==> src/rtl/fpu_mant_sub_norm.sv <==
// -----------------------------------------------------------------------------
// fpu_mant_sub_norm
//
// Sequential mantissa subtract-and-normalise unit for the effective-subtraction
// path of the FPU. Computes |A - B| on 24-bit aligned mantissas, one 4-bit
// group per cycle with a chained borrow, takes the two's-complement magnitude
// when the result is negative, then normalises with one left shift per cycle
// until bit 23 is set.
//
// Optional feature macro: FPU_NORM_DENORM_EN
//   defined   - normalisation stops at exponent 1, leaving a denormal (UF=1)
//   undefined - normalisation always reaches F[23]=1, exponent wraps, UF=0
//
// Ports:
//   clk    in   1   rising-edge clock
//   rst    in   1   synchronous active-high reset
//   start  in   1   operation request, sampled only in IDLE
//   A      in  24   minuend mantissa (aligned)
//   B      in  24   subtrahend mantissa (aligned)
//   E      in   8   common exponent of the aligned operands
//   busy   out  1   high in every state except IDLE
//   done   out  1   one-cycle pulse when results are valid
//   F      out 24   normalised magnitude
//   Eo     out  8   adjusted exponent
//   Sh     out  5   number of left shifts applied
//   S      out  1   result sign (1 when B > A)
//   Z      out  1   result is exactly zero
//   UF     out  1   normalisation stopped at the exponent floor
// -----------------------------------------------------------------------------
module fpu_mant_sub_norm (
    input  logic        clk,
    input  logic        rst,
    input  logic        start,
    input  logic [23:0] A,
    input  logic [23:0] B,
    input  logic [7:0]  E,
    output logic        busy,
    output logic        done,
    output logic [23:0] F,
    output logic [7:0]  Eo,
    output logic [4:0]  Sh,
    output logic        S,
    output logic        Z,
    output logic        UF
);

    typedef enum logic [2:0] {IDLE, SUB, NEG, NORM, DONE} state_t;

    state_t      state;
    logic [23:0] a_reg;
    logic [23:0] b_reg;
    logic [7:0]  e_reg;
    logic [2:0]  g;          // current 4-bit group index, 0..5
    logic        chain;      // borrow in SUB, carry in NEG

    logic [4:0]  sub_res;    // bit 4 is the borrow out of the group
    logic [4:0]  neg_res;    // bit 4 is the carry out of the group
    logic [4:0]  grp_lsb;
    logic        last_grp;
    logic        stop_norm;

    // NOTE: every variable written in always_comb gets a value on every path
    // (here unconditionally), so no latch can be inferred.
    always_comb begin
        grp_lsb  = {g, 2'b00};
        sub_res  = {1'b0, a_reg[grp_lsb +: 4]} - {1'b0, b_reg[grp_lsb +: 4]} - {4'b0, chain};
        neg_res  = {1'b0, ~F[grp_lsb +: 4]} + {4'b0, chain};
        last_grp = (g == 3'd5);
`ifdef FPU_NORM_DENORM_EN
        // Eo <= 1 also covers an entry exponent of 0 or 1: no shift at all.
        stop_norm = (Eo <= 8'd1);
`else
        stop_norm = 1'b0;
`endif
    end

`ifndef FPU_NORM_DENORM_EN
    assign UF = 1'b0;
`endif

    // NOTE: sequential state uses non-blocking assignments so every register
    // samples the pre-edge values, independent of statement order.
    always_ff @(posedge clk) begin
        if (rst) begin
            state <= IDLE;
            a_reg <= '0;
            b_reg <= '0;
            e_reg <= '0;
            g     <= '0;
            chain <= 1'b0;
            busy  <= 1'b0;
            done  <= 1'b0;
            F     <= '0;
            Eo    <= '0;
            Sh    <= '0;
            S     <= 1'b0;
            Z     <= 1'b0;
`ifdef FPU_NORM_DENORM_EN
            UF    <= 1'b0;
`endif
        end else begin
            done <= 1'b0;
            case (state)
                IDLE: begin
                    if (start) begin
                        a_reg <= A;
                        b_reg <= B;
                        e_reg <= E;
                        chain <= 1'b0;
                        g     <= '0;
                        Sh    <= '0;
                        S     <= 1'b0;
                        Z     <= 1'b0;
`ifdef FPU_NORM_DENORM_EN
                        UF    <= 1'b0;
`endif
                        busy  <= 1'b1;
                        state <= SUB;
                    end
                end

                SUB: begin
                    F[grp_lsb +: 4] <= sub_res[3:0];
                    chain           <= sub_res[4];
                    if (last_grp) begin
                        g <= '0;
                        if (sub_res[4]) begin
                            // Negative difference: carry-in of 1 for the
                            // two's-complement pass.
                            S     <= 1'b1;
                            chain <= 1'b1;
                            state <= NEG;
                        end else if (F[19:0] == 20'd0 && sub_res[3:0] == 4'd0) begin
                            Z     <= 1'b1;
                            Eo    <= '0;
                            done  <= 1'b1;
                            state <= DONE;
                        end else begin
                            Eo    <= e_reg;
                            state <= NORM;
                        end
                    end else begin
                        g <= g + 3'd1;
                    end
                end

                NEG: begin
                    F[grp_lsb +: 4] <= neg_res[3:0];
                    chain           <= neg_res[4];
                    if (last_grp) begin
                        g     <= '0;
                        Eo    <= e_reg;
                        state <= NORM;
                    end else begin
                        g <= g + 3'd1;
                    end
                end

                NORM: begin
                    if (F[23]) begin
                        done  <= 1'b1;
                        state <= DONE;
                    end else if (stop_norm) begin
`ifdef FPU_NORM_DENORM_EN
                        UF    <= 1'b1;
`endif
                        done  <= 1'b1;
                        state <= DONE;
                    end else begin
                        F  <= {F[22:0], 1'b0};
                        Sh <= Sh + 5'd1;
                        Eo <= Eo - 8'd1;
                    end
                end

                DONE: begin
                    busy  <= 1'b0;
                    state <= IDLE;
                end

                default: begin
                    busy  <= 1'b0;
                    state <= IDLE;
                end
            endcase
        end
    end

endmodule

==> config.mk <==
export PLATFORM = sky130hd
export DESIGN_NAME = fpu_mant_sub_norm
export DESIGN_NICKNAME = d
export VERILOG_FILES = /design/src/rtl/fpu_mant_sub_norm.sv
export SDC_FILE = /design/constraint.sdc
export NUM_CORES = 1
export LEC_CHECK = 0
export ABC_CLOCK_PERIOD_IN_PS = 4600
export CORE_MARGIN = 5
export CORE_UTILIZATION = 35
export CTS_CLUSTER_SIZE = 25
export DETAILED_ROUTE_END_ITERATION = 8
export SETUP_SLACK_MARGIN = 0.02
export SYNTH_ARGS = -nofsm -noshare
export SYNTH_HDL_FRONTEND = slang
export SYNTH_SLANG_ARGS = --single-unit
==> constraint.sdc <==
create_clock -name clk -period 4.6 [get_ports clk]
set_clock_uncertainty 0.15 [all_clocks]
set_input_delay 0.92 -clock clk [delete_from_list [all_inputs] [get_ports clk]]
set_output_delay 0.92 -clock clk [all_outputs]
set_load 0.01 [all_outputs]
# == After elaboration in Yosys (flattened, before gate mapping) ==
# Index checks and enable logic that the tools add are counted.
# totals
register_bits,104
inputBits,59
word_cells,103
# classes
add_sub_neg,7
eq_ne,12
shift,6
n_mux,41
n_bitwise,2
n_reduce_logical,21
# ops
op,n
$pmux 24 s3,1
$shiftx 24x6->4,3
$bwmux 24,2
$shiftx 4x7->24,2
$mux 8,5
$mux 24,1
$mux 3,8
$pmux 8 s3,1
$shift 4x7->24 const A,1
$logic_not 20->1,1
$ne 2x2->1 const B,8
$mux 1,13
$pmux 3 s4,1
$mux 5,2
$pmux 5 s2,1
$reduce_and 2->1,5
$reduce_and 5->1,2
$pmux 1 s2,4
$reduce_and 4->1,2
$sub 8x1->8 const B,1
$neg 5->7,1
$eq 3x2->1 const B,2
$pmux 3 s2,1
$reduce_bool 2->1,3
17 further kinds,18

# == Depth between registers and ports, before layout ==
# logic_depth
depth_word,9
depth_mapped,17
ltp_nobuf,12

# == Worst setup path before layout ==
# OpenSTA, ideal clock, no wires.
# synth_path
kind,register to register
startpoint,reg g[0]
endpoint,reg state[0]
arrival_ps,3526
setup_slack_ps,789
stages_incl_launch_ff,17
n_path_buf,4
synth_period_minus_slack_ps,3811
path_cell_list,dfxtp_1 buf_6 buf_6 buf_2 mux4_2 nand2_1 o21ai_0 fa_1 inv_1 fa_1 nor4b_1 nand2_1 nor3_1 o21ai_1 buf_4 a221oi_1 nor4_1
# synth_via
elab_chain_len,9
elab_cells_between_ends,14
# synth_rtl
item,line_no,text
from (decl),53,logic [2:0] g;
from (signal assigned),143,g <= g + 3'd1;
from (signal assigned),155,g <= g + 3'd1;
$shiftx 24x6->4,66,"sub_res = {1'b0, a_reg[grp_lsb +: 4]} - {1'b0, b_reg[grp_lsb +: 4]} - {4'b0, chain};"
$sub 4x4->5,66,
$sub 5x1->5,66,
$logic_not 4->1,133,end else if (F[19:0] == 20'd0 && sub_res[3:0] == 4'd0) begin
$logic_and 1x1->1,133,
$mux 3,133,
$mux 3,127,if (sub_res[4]) begin
$mux 3,125,if (last_grp) begin
$pmux 3 s4,103,case (state)
to (signal assigned),132,state <= NEG;
to (signal assigned),137,state <= DONE;
to (signal assigned),140,state <= NORM;
to (decl),49,state_t state;
# Several ways; a longest one is shown, not always the timed one. The select of a mux whose other input is x is not followed.
# A chain may end at the register's enable or synchronous reset.

# == Worst setup path in the final report ==
# layout_path
startpoint,reg g[2]
endpoint,reg done
# layout_via
elab_chain_len,9
elab_cells_between_ends,11
# layout_rtl
item,line_no,text
$shiftx 24x6->4,66,
$sub 4x4->5,66,
$sub 5x1->5,66,
$logic_not 4->1,133,
$logic_and 1x1->1,133,
$mux 1,133,
$mux 1,127,
$mux 1 (*),125,
$pmux 1 s2 (*),103,
to (signal assigned),102,done <= 1'b0;
to (signal assigned),136,done <= 1'b1;
to (signal assigned),161,done <= 1'b1;
to (decl),38,"output logic done,"
# Mark *: on every way between the ends. The rest lies on a longest branch, timed or not.

==> results by stage <==
Clocking:
- Clock tree synthesis selected as its root buffer the cell clkbuf_16.
- TritonCTS built the clock tree.
- The clock network latency to the later pin of the worst-skew pair is 0.35 ns.
- The clock buffer count from CTS is 9.
- The clock transition time at the flip-flop clock pins of the worst setup and hold paths is roughly 0.080 ns.
- The post-cts resize count is 0.
- The number of hold buffers added after CTS was 0.
- The H-tree was split into 3 levels.
- Post-CTS timing repair inserted 0 buffers for setup.
- The clock passes through at most 2 buffers.
- The clock drives roughly 100 sinks.

Route:
- For this block, the initial DRC count from the detailed router was 552.
- Once detail routing completed, the nets flagged for antenna violations numbered 0.
- The DRC violation count after routing is 0.
- The final routed wire length divided by cell count is 16.9 um.
- The routed design has 17400 um of wire.
- The first-pass detailed-route iteration total is 5.
- In the routed layout, each cell is associated on average with a via count of 5.48.
- Detailed routing inserted a total of 5626 vias.

Die:
- The die extent in y is 139 um.
- Once the floorplan was initialized, standard cells occupied 35.4% of the core.
- In this run the core area contains 47 standard-cell rows.
- During I/O placement, the number of pins put on the boundary was 101.
- The width of the chip is around 140 um.
- The floorplan die area is 0.0193 mm^2.
- After floorplanning, the core was sized to cover 0.0165 mm^2.

STA:
- The final-report max-slew violation count came to 0.
- Measured against its own limit, the worst slew margin works out to 23.4%.
- The final critical-path setup slack is 0.724 ns.
- For the final routed database, the setup TNS stands at 0 ns.
- The final number of hold-violating endpoints came to 0.
- Setup repair after global routing left no endpoint under its margin.
- The total of endpoints with negative setup slack in the final report is 0.
- The share of the clock period used by the worst path after layout is between 80% and 90%.
- After layout, the minimum clock period comes to 3.88 ns.
- For the pin with the worst max-slew slack, the measured transition is 1.15 ns.
- The maximum clock rate is around 0.26 GHz.

Synthesis:
- The net count after synthesis is 809.
- Synthesis instantiated 70 different standard cells from the library.
- Summed over all instances, the cell type with the most area after synthesis is dfxtp_1.
- Sorting the synthesized cells by area gives the leading types as dfxtp_1 36%, nand2_1 10%, a21oi_1 7.3%.
- After synthesis, the share of flip-flops with an asynchronous set or reset is 0%.
- The synthesized design contains 104 register bits.
- The area share of the leading cell type in the synthesized netlist is ~36%.
- Sequential elements use 35.8% of the synthesized area.
- The yosys synthesis warning count is 0.
- The most used flip-flop cell after synthesis is dfxtp_1.
- Yosys mapped a number of flops with a built-in enable equal to 0.
- The mapped cell area is 0.00582 mm^2.
- The count of mapped cells out of synthesis is 736.
- The mean post-synth cell area is 7.91 um^2.

GRT:
- Entering global routing, the biggest net connects 106 pins.
- The first global-routing pass estimated about 28000 um of wire.
- Global routing consumed, over all layers together, ~18% of the routing resources.
- The number of antenna violations at the first check in global routing was 0.
- For this run the aggregate overflow at the end of global routing stands at 0.
- The number of global-route vias before repair is between 5000 and 6000.
- In the global route stage, met1 resource usage came out at roughly a quarter.
- The met3 track utilization from global routing is 3.28%.
- The met2 track demand over resource in global routing is between 20% and 30%.
- The layer with the highest usage is met2.

Run status:
- The run finished with clean final reports.

Worst setup path:
- In this run the worst path has a maximum fanout of 15.
- The launching element type of the critical path is a flop.
- The critical path endpoint category is a flop.
- The data arrival time of the worst path is approximately 4 ns.
- On the critical path, the stage with the largest delay is an instance of dfxtp_1.
- The kind of critical path is flop to flop.
- The library cell appearing most often on the critical path is fa_1.
- The signal on the critical path passes through mux2i_1, o221ai_1, o21ai_0, fa_1, inv_1, fa_1, nor4b_1, nand2_1, nor3_1, o21ai_1, or2_1, o31ai_1.
- The largest stage delay on the critical path is about 0.7 ns.
- For the worst setup path, the data required time is 4.71 ns.

Pwr:
- The sequential group share of total power is 41.6%.
- The worst voltage drop across the vdd grid is 197 uV.
- Summed over all cells, the static leakage comes to 2.47 nW.
- In this run the power spent charging and discharging nets is 0.760 mW.
- In this run, the combinational gates consume 25.5% of the power.
- Net switching is 32.0% of the power.
- The clock power share is 32.9%.
- Power spread over the standard cell area amounts to 329 mW/mm^2.
- The cell-internal power is 1.61 mW.

Min path:
- The class of the worst hold path is flop to flop.

Layout:
- The number of antenna diodes in the final layout is 0.
- The most frequent standard cell in the layout excluding fill and tap cells is nand2_1.
- Of the cells placed in the final design, the portion with a size suffix greater than 1 is 7.07%.
- The layout has about 1700 filler cells.
- Relative to the synthesized area, the layout overhead comes to 24.1%.
- The top cell types in the final layout, fill and taps aside, are 156 x nand2_1, 103 x dfxtp_1, 98 x clkdlybuf4s50_1.
- The count of nets after finishing is between 800 and 900.

Placement:
- The wire-length estimate of the detail-placed layout is 12500 um.
- During placement, the flow inserted port buffers numbering 99.
- The placer congestion estimate is 0.959.
- At the placement stage, the worst setup path has a slack of slightly above 0.7 ns.

Job:
- The tool flagged a number of max-cap violations equal to 0.
## cell type report
type / count / area (um^2) / share of cell area (%)
clock buffers: 11 / 233 / 3.22
clock inverters: 5 / 63.8 / 0.883
inverters: 10 / 37.5 / 0.519
multi-input cells: 564 / 3450 / 47.7
flip-flops and latches: 104 / 2080 / 28.8
well taps: 220 / 275 / 3.81
repair buffers: 112 / 1090 / 15.0
## stage by stage
stage	cells	utilization, %	instance area [um^2]	power [mW]	hold slack [ns]
floorplan	736	-	5820	1.41	0.283
global placement	1010	42.1	6930	1.61	0.292
detailed placement	1010	42.1	6930	1.61	0.297
CTS	1026	43.9	7230	2.39	0.306
global route	1026	43.9	7230	2.50	0.324
finish	1026	43.9	7230	2.37	0.305
## power groups by stage
stage               combinational, mW  clock (mW)  sequential, mW
global placement                0.599           0            1.01
global route                    0.667       0.836           0.995
detailed placement              0.601           0            1.01
floorplan                       0.412           0           0.994
finish                          0.605       0.781           0.988
CTS                             0.604       0.803           0.988
## cells by family (layout without fill, tap and decap cells)
group                    after synthesis  in the layout  share of synthesized area (%)
multiplexers                          32             32                           7.48
other                                  1              1                         0.0644
AND/OR/NAND/NOR                      306            306                           23.5
AO/OA/AOI/OAI                        201            201                           23.1
buffers and inverters                 68            138                           5.16
XOR/XNOR                              10             10                           1.76
adder cells (fa/ha/maj)               14             14                           3.27
flip-flops                           104            104                           35.8
## synth_stat cells (4+ instances only)
library cell and instances:
nand2_1 156, dfxtp_1 104, a21oi_1 85, nor2_1 67, clkbuf_1 42, mux2i_1 21
nor3_1 20, o21ai_0 18, a22oi_1 13, a311oi_1 13, ha_1 12, a211oi_1 11
nand3_1 11, buf_2 9, mux4_2 9, nand2b_1 9, inv_1 8, o31ai_1 8
a31oi_1 7, nand4_1 6, nor4_1 6, o21ai_1 6, xor2_1 6, o211ai_1 5
or3_1 5, a22o_1 4, a32oi_1 4, nor2b_1 4, o21ai_2 4
## routing by layer
metal / vias up / wire [um]
met5: - / 0
met4: 0 / 456
met3: 33 / 1130
met2: 202 / 7770
met1: 2612 / 8040
li1: 2779 / -
## worst paths after layout
path | depth (start not counted) | endpoint | from | slack, ns
worst max-delay path | 12 | done | g[2] | 0.72
worst min-delay path | 2 | b_reg[17] | b_reg[17] | 0.31
worst max register to register | 12 | done | g[2] | 0.72
worst min register to register | 2 | b_reg[17] | b_reg[17] | 0.31
## worst max-delay path: cells and delay by family (launching register included)
family,cells,cell delay [ns]
and+or+nand+nor,4,0.91
DFF,1,0.69
buffers and inverters,1,0.10
adders and majority gates,2,0.86
AOI/OAI and AO/OA,4,0.92
muxes,1,0.16
Power figures use the tool's default switching activity.
